### config.mk
export PLATFORM = sky130hd
export DESIGN_NAME = program_loader
export DESIGN_NICKNAME = d
export VERILOG_FILES = /design/src/rtl/program_loader_pkg.sv /design/src/rtl/program_loader_word_assembler.sv /design/src/rtl/program_loader.sv
export SDC_FILE = /design/constraint.sdc
export NUM_CORES = 1
export LEC_CHECK = 0
export ABC_AREA = 1
export BUFFER_PORTS_ARGS = -buffer_cell sky130_fd_sc_hd__buf_2
export CORE_MARGIN = 8
export CORE_UTILIZATION = 45
export CTS_BUF_LIST = sky130_fd_sc_hd__clkbuf_2
export DETAILED_ROUTE_END_ITERATION = 16
export PLACE_DENSITY = 0.8
export SLEW_MARGIN = 10
export SYNTH_ARGS = -nofsm -noshare
export SYNTH_HDL_FRONTEND = slang
export SYNTH_SLANG_ARGS = --single-unit
### constraint.sdc
create_clock -name i_clk -period 1.75 [get_ports i_clk]
set_input_delay 0.2625 -clock i_clk [delete_from_list [all_inputs] [get_ports i_clk]]
set_output_delay 0.2625 -clock i_clk [all_outputs]
set_load 0.02 [all_outputs]
### src/rtl/program_loader_pkg.sv
// Shared definitions for the program loader: FSM state encoding and the
// program image format, used by the RTL and by the bench's image builder.
//
// Image format (big-endian byte stream):
//   offset 0          : word count N, high byte
//   offset 1          : word count N, low byte
//   offset 2 .. 4N+1  : N instruction words, 4 bytes each, MSB first
//   offset 4N+2       : checksum = XOR of every preceding byte
package program_loader_pkg;

    typedef enum logic [2:0] {
        IDLE   = 3'd0,
        HDR_HI = 3'd1,
        HDR_LO = 3'd2,
        DATA   = 3'd3,
        WRITE  = 3'd4,
        CSUM   = 3'd5
    } loader_state_t;

    localparam int HDR_BYTES  = 2;
    localparam int WORD_BYTES = 4;
    localparam int CSUM_BYTES = 1;

    // Total stream length in bytes for an image holding n_words words.
    function automatic int image_bytes(input int n_words);
        return HDR_BYTES + n_words * WORD_BYTES + CSUM_BYTES;
    endfunction

endpackage

### src/rtl/program_loader_word_assembler.sv
// Byte-to-word assembly and running checksum for the program loader.
//
// Ports:
//   i_clk, i_rst_n  clock, asynchronous active-low reset
//   i_clear         clears shift register, byte index and checksum (load start)
//   i_accept        a stream byte is accepted this cycle
//   i_shift_en      accepted byte is instruction data (shift into the word)
//   i_csum_en       accepted byte contributes to the running checksum
//   i_byte          stream byte
//   o_word          word including the current byte (valid with o_word_ready)
//   o_word_ready    pulse: the current accepted byte completes a word
//   o_csum          XOR of all checksum-enabled bytes accepted since clear
module loader_word_assembler
    import program_loader_pkg::*;
(
    input  logic        i_clk,
    input  logic        i_rst_n,
    input  logic        i_clear,
    input  logic        i_accept,
    input  logic        i_shift_en,
    input  logic        i_csum_en,
    input  logic [7:0]  i_byte,
    output logic [31:0] o_word,
    output logic        o_word_ready,
    output logic [7:0]  o_csum
);

    localparam logic [1:0] LAST_IDX = 2'(WORD_BYTES - 1);

    logic [31:0] r_shift;
    logic [1:0]  r_idx;
    logic [7:0]  r_csum;
    logic [31:0] w_word;

    assign w_word       = {r_shift[23:0], i_byte};
    assign o_word       = w_word;
    assign o_word_ready = i_accept && i_shift_en && (r_idx == LAST_IDX);
    assign o_csum       = r_csum;

    always_ff @(posedge i_clk or negedge i_rst_n) begin
        if (!i_rst_n) begin
            r_shift <= '0;
            r_idx   <= '0;
            r_csum  <= '0;
        end else if (i_clear) begin
            r_shift <= '0;
            r_idx   <= '0;
            r_csum  <= '0;
        end else if (i_accept) begin
            if (i_csum_en) begin
                r_csum <= r_csum ^ i_byte;
            end
            if (i_shift_en) begin
                r_shift <= w_word;
                // 2-bit index wraps to 0 after the fourth byte of a word
                r_idx   <= r_idx + 2'd1;
            end
        end
    end

endmodule

### src/rtl/program_loader.sv
// Loads a program image from a byte stream into instruction memory and holds
// the processor in reset until a load has been verified by its checksum.
//
// Ports:
//   i_clk, i_reset     clock, asynchronous active-low reset
//   i_start            one-cycle pulse, begins a load (ignored while busy)
//   i_in_valid/i_in_data, o_in_ready   byte stream handshake
//   o_mem_we/o_mem_addr/o_mem_wdata    instruction memory write port
//   o_cpu_reset        active-high processor reset
//   o_busy             load in progress
//   o_done / o_error   sticky result of the last load
//   o_words_loaded     words written in the current or last load
//
// state  | meaning
// IDLE   | waiting for start, holding result flags
// HDR_HI | receiving word count high byte
// HDR_LO | receiving word count low byte, range-checking the count
// DATA   | receiving instruction bytes
// WRITE  | one-cycle memory write of the assembled word
// CSUM   | receiving and comparing the checksum byte
module program_loader
    import program_loader_pkg::*;
#(
    parameter int                ADDR_W    = 32,
    parameter int                DEPTH     = 256,
    parameter logic [ADDR_W-1:0] BASE_ADDR = '0
) (
    input  logic              i_clk,
    input  logic              i_reset,
    input  logic              i_start,
    input  logic              i_in_valid,
    input  logic [7:0]        i_in_data,
    output logic              o_in_ready,
    output logic              o_mem_we,
    output logic [ADDR_W-1:0] o_mem_addr,
    output logic [31:0]       o_mem_wdata,
    output logic              o_cpu_reset,
    output logic              o_busy,
    output logic              o_done,
    output logic              o_error,
    output logic [15:0]       o_words_loaded
);

    localparam logic [16:0] DEPTH_L = 17'(DEPTH);

    loader_state_t     r_state;
    logic [15:0]       r_count;
    logic              r_in_ready;
    logic              r_mem_we;
    logic [ADDR_W-1:0] r_mem_addr;
    logic [31:0]       r_mem_wdata;
    logic              r_cpu_reset;
    logic              r_busy;
    logic              r_done;
    logic              r_error;
    logic [15:0]       r_words_loaded;

    logic              w_accept;
    logic              w_clear;
    logic [31:0]       w_word;
    logic              w_word_ready;
    logic [7:0]        w_csum;
    logic [15:0]       w_new_count;

    assign w_accept    = i_in_valid && r_in_ready;
    assign w_clear     = (r_state == IDLE) && i_start;
    assign w_new_count = {r_count[15:8], i_in_data};

    loader_word_assembler u_asm (
        .i_clk        (i_clk),
        .i_rst_n      (i_reset),
        .i_clear      (w_clear),
        .i_accept     (w_accept),
        .i_shift_en   (r_state == DATA),
        .i_csum_en    (r_state != CSUM),
        .i_byte       (i_in_data),
        .o_word       (w_word),
        .o_word_ready (w_word_ready),
        .o_csum       (w_csum)
    );

    always_ff @(posedge i_clk or negedge i_reset) begin
        if (!i_reset) begin
            r_state        <= IDLE;
            r_count        <= '0;
            r_in_ready     <= 1'b0;
            r_mem_we       <= 1'b0;
            r_mem_addr     <= '0;
            r_mem_wdata    <= '0;
            r_cpu_reset    <= 1'b1;
            r_busy         <= 1'b0;
            r_done         <= 1'b0;
            r_error        <= 1'b0;
            r_words_loaded <= '0;
        end else begin
            r_mem_we <= 1'b0;
            case (r_state)
                IDLE: begin
                    if (i_start) begin
                        r_state        <= HDR_HI;
                        r_in_ready     <= 1'b1;
                        r_busy         <= 1'b1;
                        r_cpu_reset    <= 1'b1;
                        r_done         <= 1'b0;
                        r_error        <= 1'b0;
                        r_words_loaded <= '0;
                        r_count        <= '0;
                    end
                end
                HDR_HI: begin
                    if (w_accept) begin
                        r_count[15:8] <= i_in_data;
                        r_state       <= HDR_LO;
                    end
                end
                HDR_LO: begin
                    if (w_accept) begin
                        r_count[7:0] <= i_in_data;
                        if ({1'b0, w_new_count} > DEPTH_L) begin
                            r_state    <= IDLE;
                            r_in_ready <= 1'b0;
                            r_busy     <= 1'b0;
                            r_error    <= 1'b1;
                        end else if (w_new_count == 16'd0) begin
                            r_state <= CSUM;
                        end else begin
                            r_state <= DATA;
                        end
                    end
                end
                DATA: begin
                    if (w_word_ready) begin
                        // Write is issued from the registers so it appears
                        // the cycle after the last byte of the word.
                        r_state        <= WRITE;
                        r_in_ready     <= 1'b0;
                        r_mem_we       <= 1'b1;
                        r_mem_addr     <= BASE_ADDR + ADDR_W'({r_words_loaded, 2'b00});
                        r_mem_wdata    <= w_word;
                        r_words_loaded <= r_words_loaded + 16'd1;
                    end
                end
                WRITE: begin
                    // r_words_loaded already includes the word being written
                    r_in_ready <= 1'b1;
                    r_state    <= (r_words_loaded == r_count) ? CSUM : DATA;
                end
                CSUM: begin
                    if (w_accept) begin
                        r_state    <= IDLE;
                        r_in_ready <= 1'b0;
                        r_busy     <= 1'b0;
                        if (i_in_data == w_csum) begin
                            r_done      <= 1'b1;
                            r_cpu_reset <= 1'b0;
                        end else begin
                            r_error <= 1'b1;
                        end
                    end
                end
                default: begin
                    r_state    <= IDLE;
                    r_in_ready <= 1'b0;
                    r_busy     <= 1'b0;
                end
            endcase
        end
    end

    assign o_in_ready     = r_in_ready;
    assign o_mem_we       = r_mem_we;
    assign o_mem_addr     = r_mem_addr;
    assign o_mem_wdata    = r_mem_wdata;
    assign o_cpu_reset    = r_cpu_reset;
    assign o_busy         = r_busy;
    assign o_done         = r_done;
    assign o_error        = r_error;
    assign o_words_loaded = r_words_loaded;

endmodule

==> reports/metrics.cfg <==
[setup_path]
rr_endpoint=o_words_loaded[2]
rr_worst_depth=8
reg2reg_from=r_state[1]
cp_max_fo=3
crit_type=register to output pin
arrival_ns=1.40
cp-end-kind=output pin
rrSetupSlack_ns=0.11
start_kind=register
critical_path_required_ns=1.49

[route]
routed_via_density=5.00
drt_iter0_markers=478
drt-total-wl_mm=14.2
drc=0
top_layer=met4
num_vias=4881
drt.antenna.violating_nets=0
wl_met3_um=868
dr.pass1.iters=5
routedLengthMet1_mm=6.08
dr_wl_met2_mm=6.97
wire_per_inst_um=14.6

[logic_synthesis]
yosysMostFrequentCell=nand2_1
synth.top_cells.by_count=164 x nand2_1, 122 x dfrtp_1, 92 x inv_1, 77 x o21ai_0, 52 x nor2_1
synth_top_area_share_pct=52.4
ys_seq_elements=123
synthDistinctLibCells=34
syn_avg_cell_area_um2=8.59
synth_top_area_cell=dfrtp_1
synthArstFlopShare_pct=100
syn_area_um2=5820
synthCells=678
synth_edf_count=0
ys_seq_area_share_pct=52.9
ys_top_cells_by_area=dfrtp_1 52%, nand2_1 11%, o21ai_0 6.6%
yosys_warnings=0
ys.flop_type=dfrtp_1

[placed_design]
io_buffers=81
dp.final_hpwl_mm=9.78
post-place-ws_ns=-0.0761
place_congestion=0.934

[cells_and_area]
area_growth_pct=18.3
fin_util_pct=54.6
seqCellArea_um2=3080
drive_gt1_share_pct=21.9
final_nets=806
multi_input_area_um2=2190
fillerInstances=1143

[cts]
tritoncts=built
root_buffer=clkbuf_2
path_clk_slew_ns=0.19
cts_buffers=17
clkSinkCount=123
cts_buffer_depth=2
htreeDepth=4
clk_latency_ns=0.70

[global_routing]
antenna_found_initial=1
grt_max_degree=65
grt_pass1_wl_mm=22.8
overflow=0
grt_pass1_vias=4528
grt_usage_pct=17.4

[timing]
setup-tns-final_ns=0
hold_viol=0
finalCritPeriodShare_pct=95.2
relSlewSlack_pct=30.7
worst_pin_slew_ns=1.04
finalSetupViolations=0
finalCriticalPeriod_ns=1.67
maxSlewViolCount=0
timing.final.ws_setup_ns=0.0839
maxClockFrequency_mhz=600
finClkSkew_ns=0.0268

[power_and_ir_drop]
powerDensity_nw_per_um2=1320
ir_drop_mv=0.563
leakagePower_nw=3.58

[floorplan]
fp-row-count=41
fp.coreArea_um2=12600
die_height_um=130
initial_utilization_pct=46.2
die_area_um2=16800
die_x_um=130
io_pins=98

[worst_hold_path]
hold_class=primary input to asynchronous set/reset pin

[job]
cap_violations=0

[status]
status=finished, final reports clean

how the worst max path moves through the flow:
stage | startpoint | end | slack (ns)
2_1_floorplan | o_in_ready | o_mem_addr[10] | 0.07
3_3_place_gp | r_state[2] | u_asm.r_idx[1] | 0.001
3_5_place_dp | r_state[0] | u_asm.r_shift[14] | -0.08
4_1_cts | o_words_loaded[4] | o_words_loaded[4] | 0.007
5_1_grt | r_state[1] | o_mem_addr[3] | -0.005
6_report | o_words_loaded[4] | o_words_loaded[4] | 0.08
registers in the layout, summed over array words and instances (netlist names), 2 cells and up:
name,flops
u_asm.o_csum,8
o_mem_addr,16
r_state,3
o_mem_wdata,32
r_count,16
u_asm.r_shift,24
o_words_loaded,16
u_asm.r_idx,2
metrics by stage:
stage,power [mW],instance area (um2),std cells,hold slack (ns)
5_1_grt,9.72,6890,977,0.0535
6_report,9.12,6890,977,0.0953
2_1_floorplan,6.15,5880,693,-0.0331
3_3_place_gp,6.85,6400,926,0.205
4_1_cts,8.94,6800,972,0.0430
3_5_place_dp,6.93,6400,926,0.207
per-layer routing:
| layer | track usage [%] | vias up |
|---|---|---|
| met5 | 0 | - |
| met4 | 7.99 | 0 |
| met3 | 4.08 | 28 |
| met2 | 28.3 | 162 |
| met1 | 21.7 | 2324 |
| li1 | - | 2367 |
where the power goes:
part	leakage (nW)	switching, mW	internal (mW)
logic	1.76	2.34	1.30
registers	1.68	0.293	3.33
clock network	0.141	1.08	0.779
repair_timing:
| item | 4_1_cts | 5_1_grt |
|---|---|---|
| setup buffers | 3 | 4 |
| cloned | 1 | 0 |
| hold endpoints to repair | 157 | 0 |
| hold buffers | 11 | 0 |
| endpoints found under the setup margin | 32 | 47 |
| pin swaps | 3 | 2 |
| resized for setup | 4 | 18 |
worst max-delay path, stage by stage (launching register included):
cell and delay, ns:
dfrtp_1 0.43, buf_6 0.12, buf_4 0.15
logic make-up after synthesis:
group,synth area share (%)
other,0.0644
DFF,52.9
buffers and inverters,11.3
adders and majority gates,0.430
xor gates and xnor gates,1.50
AOI/OAI and AO/OA,13.1
and+or+nand+nor,20.7
placed cells by master (no fill, tap or decap), types with 3 or more instances in the layout:
cell type,Yosys,routed
conb_1,1,16
inv_2,6,5
nand3b_1,6,6
nand2_2,2,3
nand3_1,34,34
clkinv_2,0,3
nand2_4,2,3
clkbuf_2,0,18
nand4_1,6,6
nor2_1,52,50
bufinv_16,0,3
xor2_1,4,4
nor2_8,3,3
o21ai_1,7,7
nor3_1,4,4
dfrtp_1,122,118
buf_12,0,5
a21oi_1,6,6
buf_4,20,21
xnor2_1,6,6
o22ai_1,24,24
dlygate4sd3_1,0,10
o21ai_0,77,77
dfrtp_2,0,4
nor2_2,3,3
inv_1,92,91
clkinvlp_4,0,3
o21ai_2,8,8
nand2_1,164,162
buf_2,4,78
final cells by class:
type	instances	share of cell area (%)
clock buffers	18	1.31
well taps	172	3.12
flip-flops and latches	123	44.7
diodes	1	0.0363
inverters	98	5.45
repair buffers	117	11.4
clock inverters	13	2.21
multi-input cells	435	31.8
No activity file was read; power rests on OpenSTA's default activity.
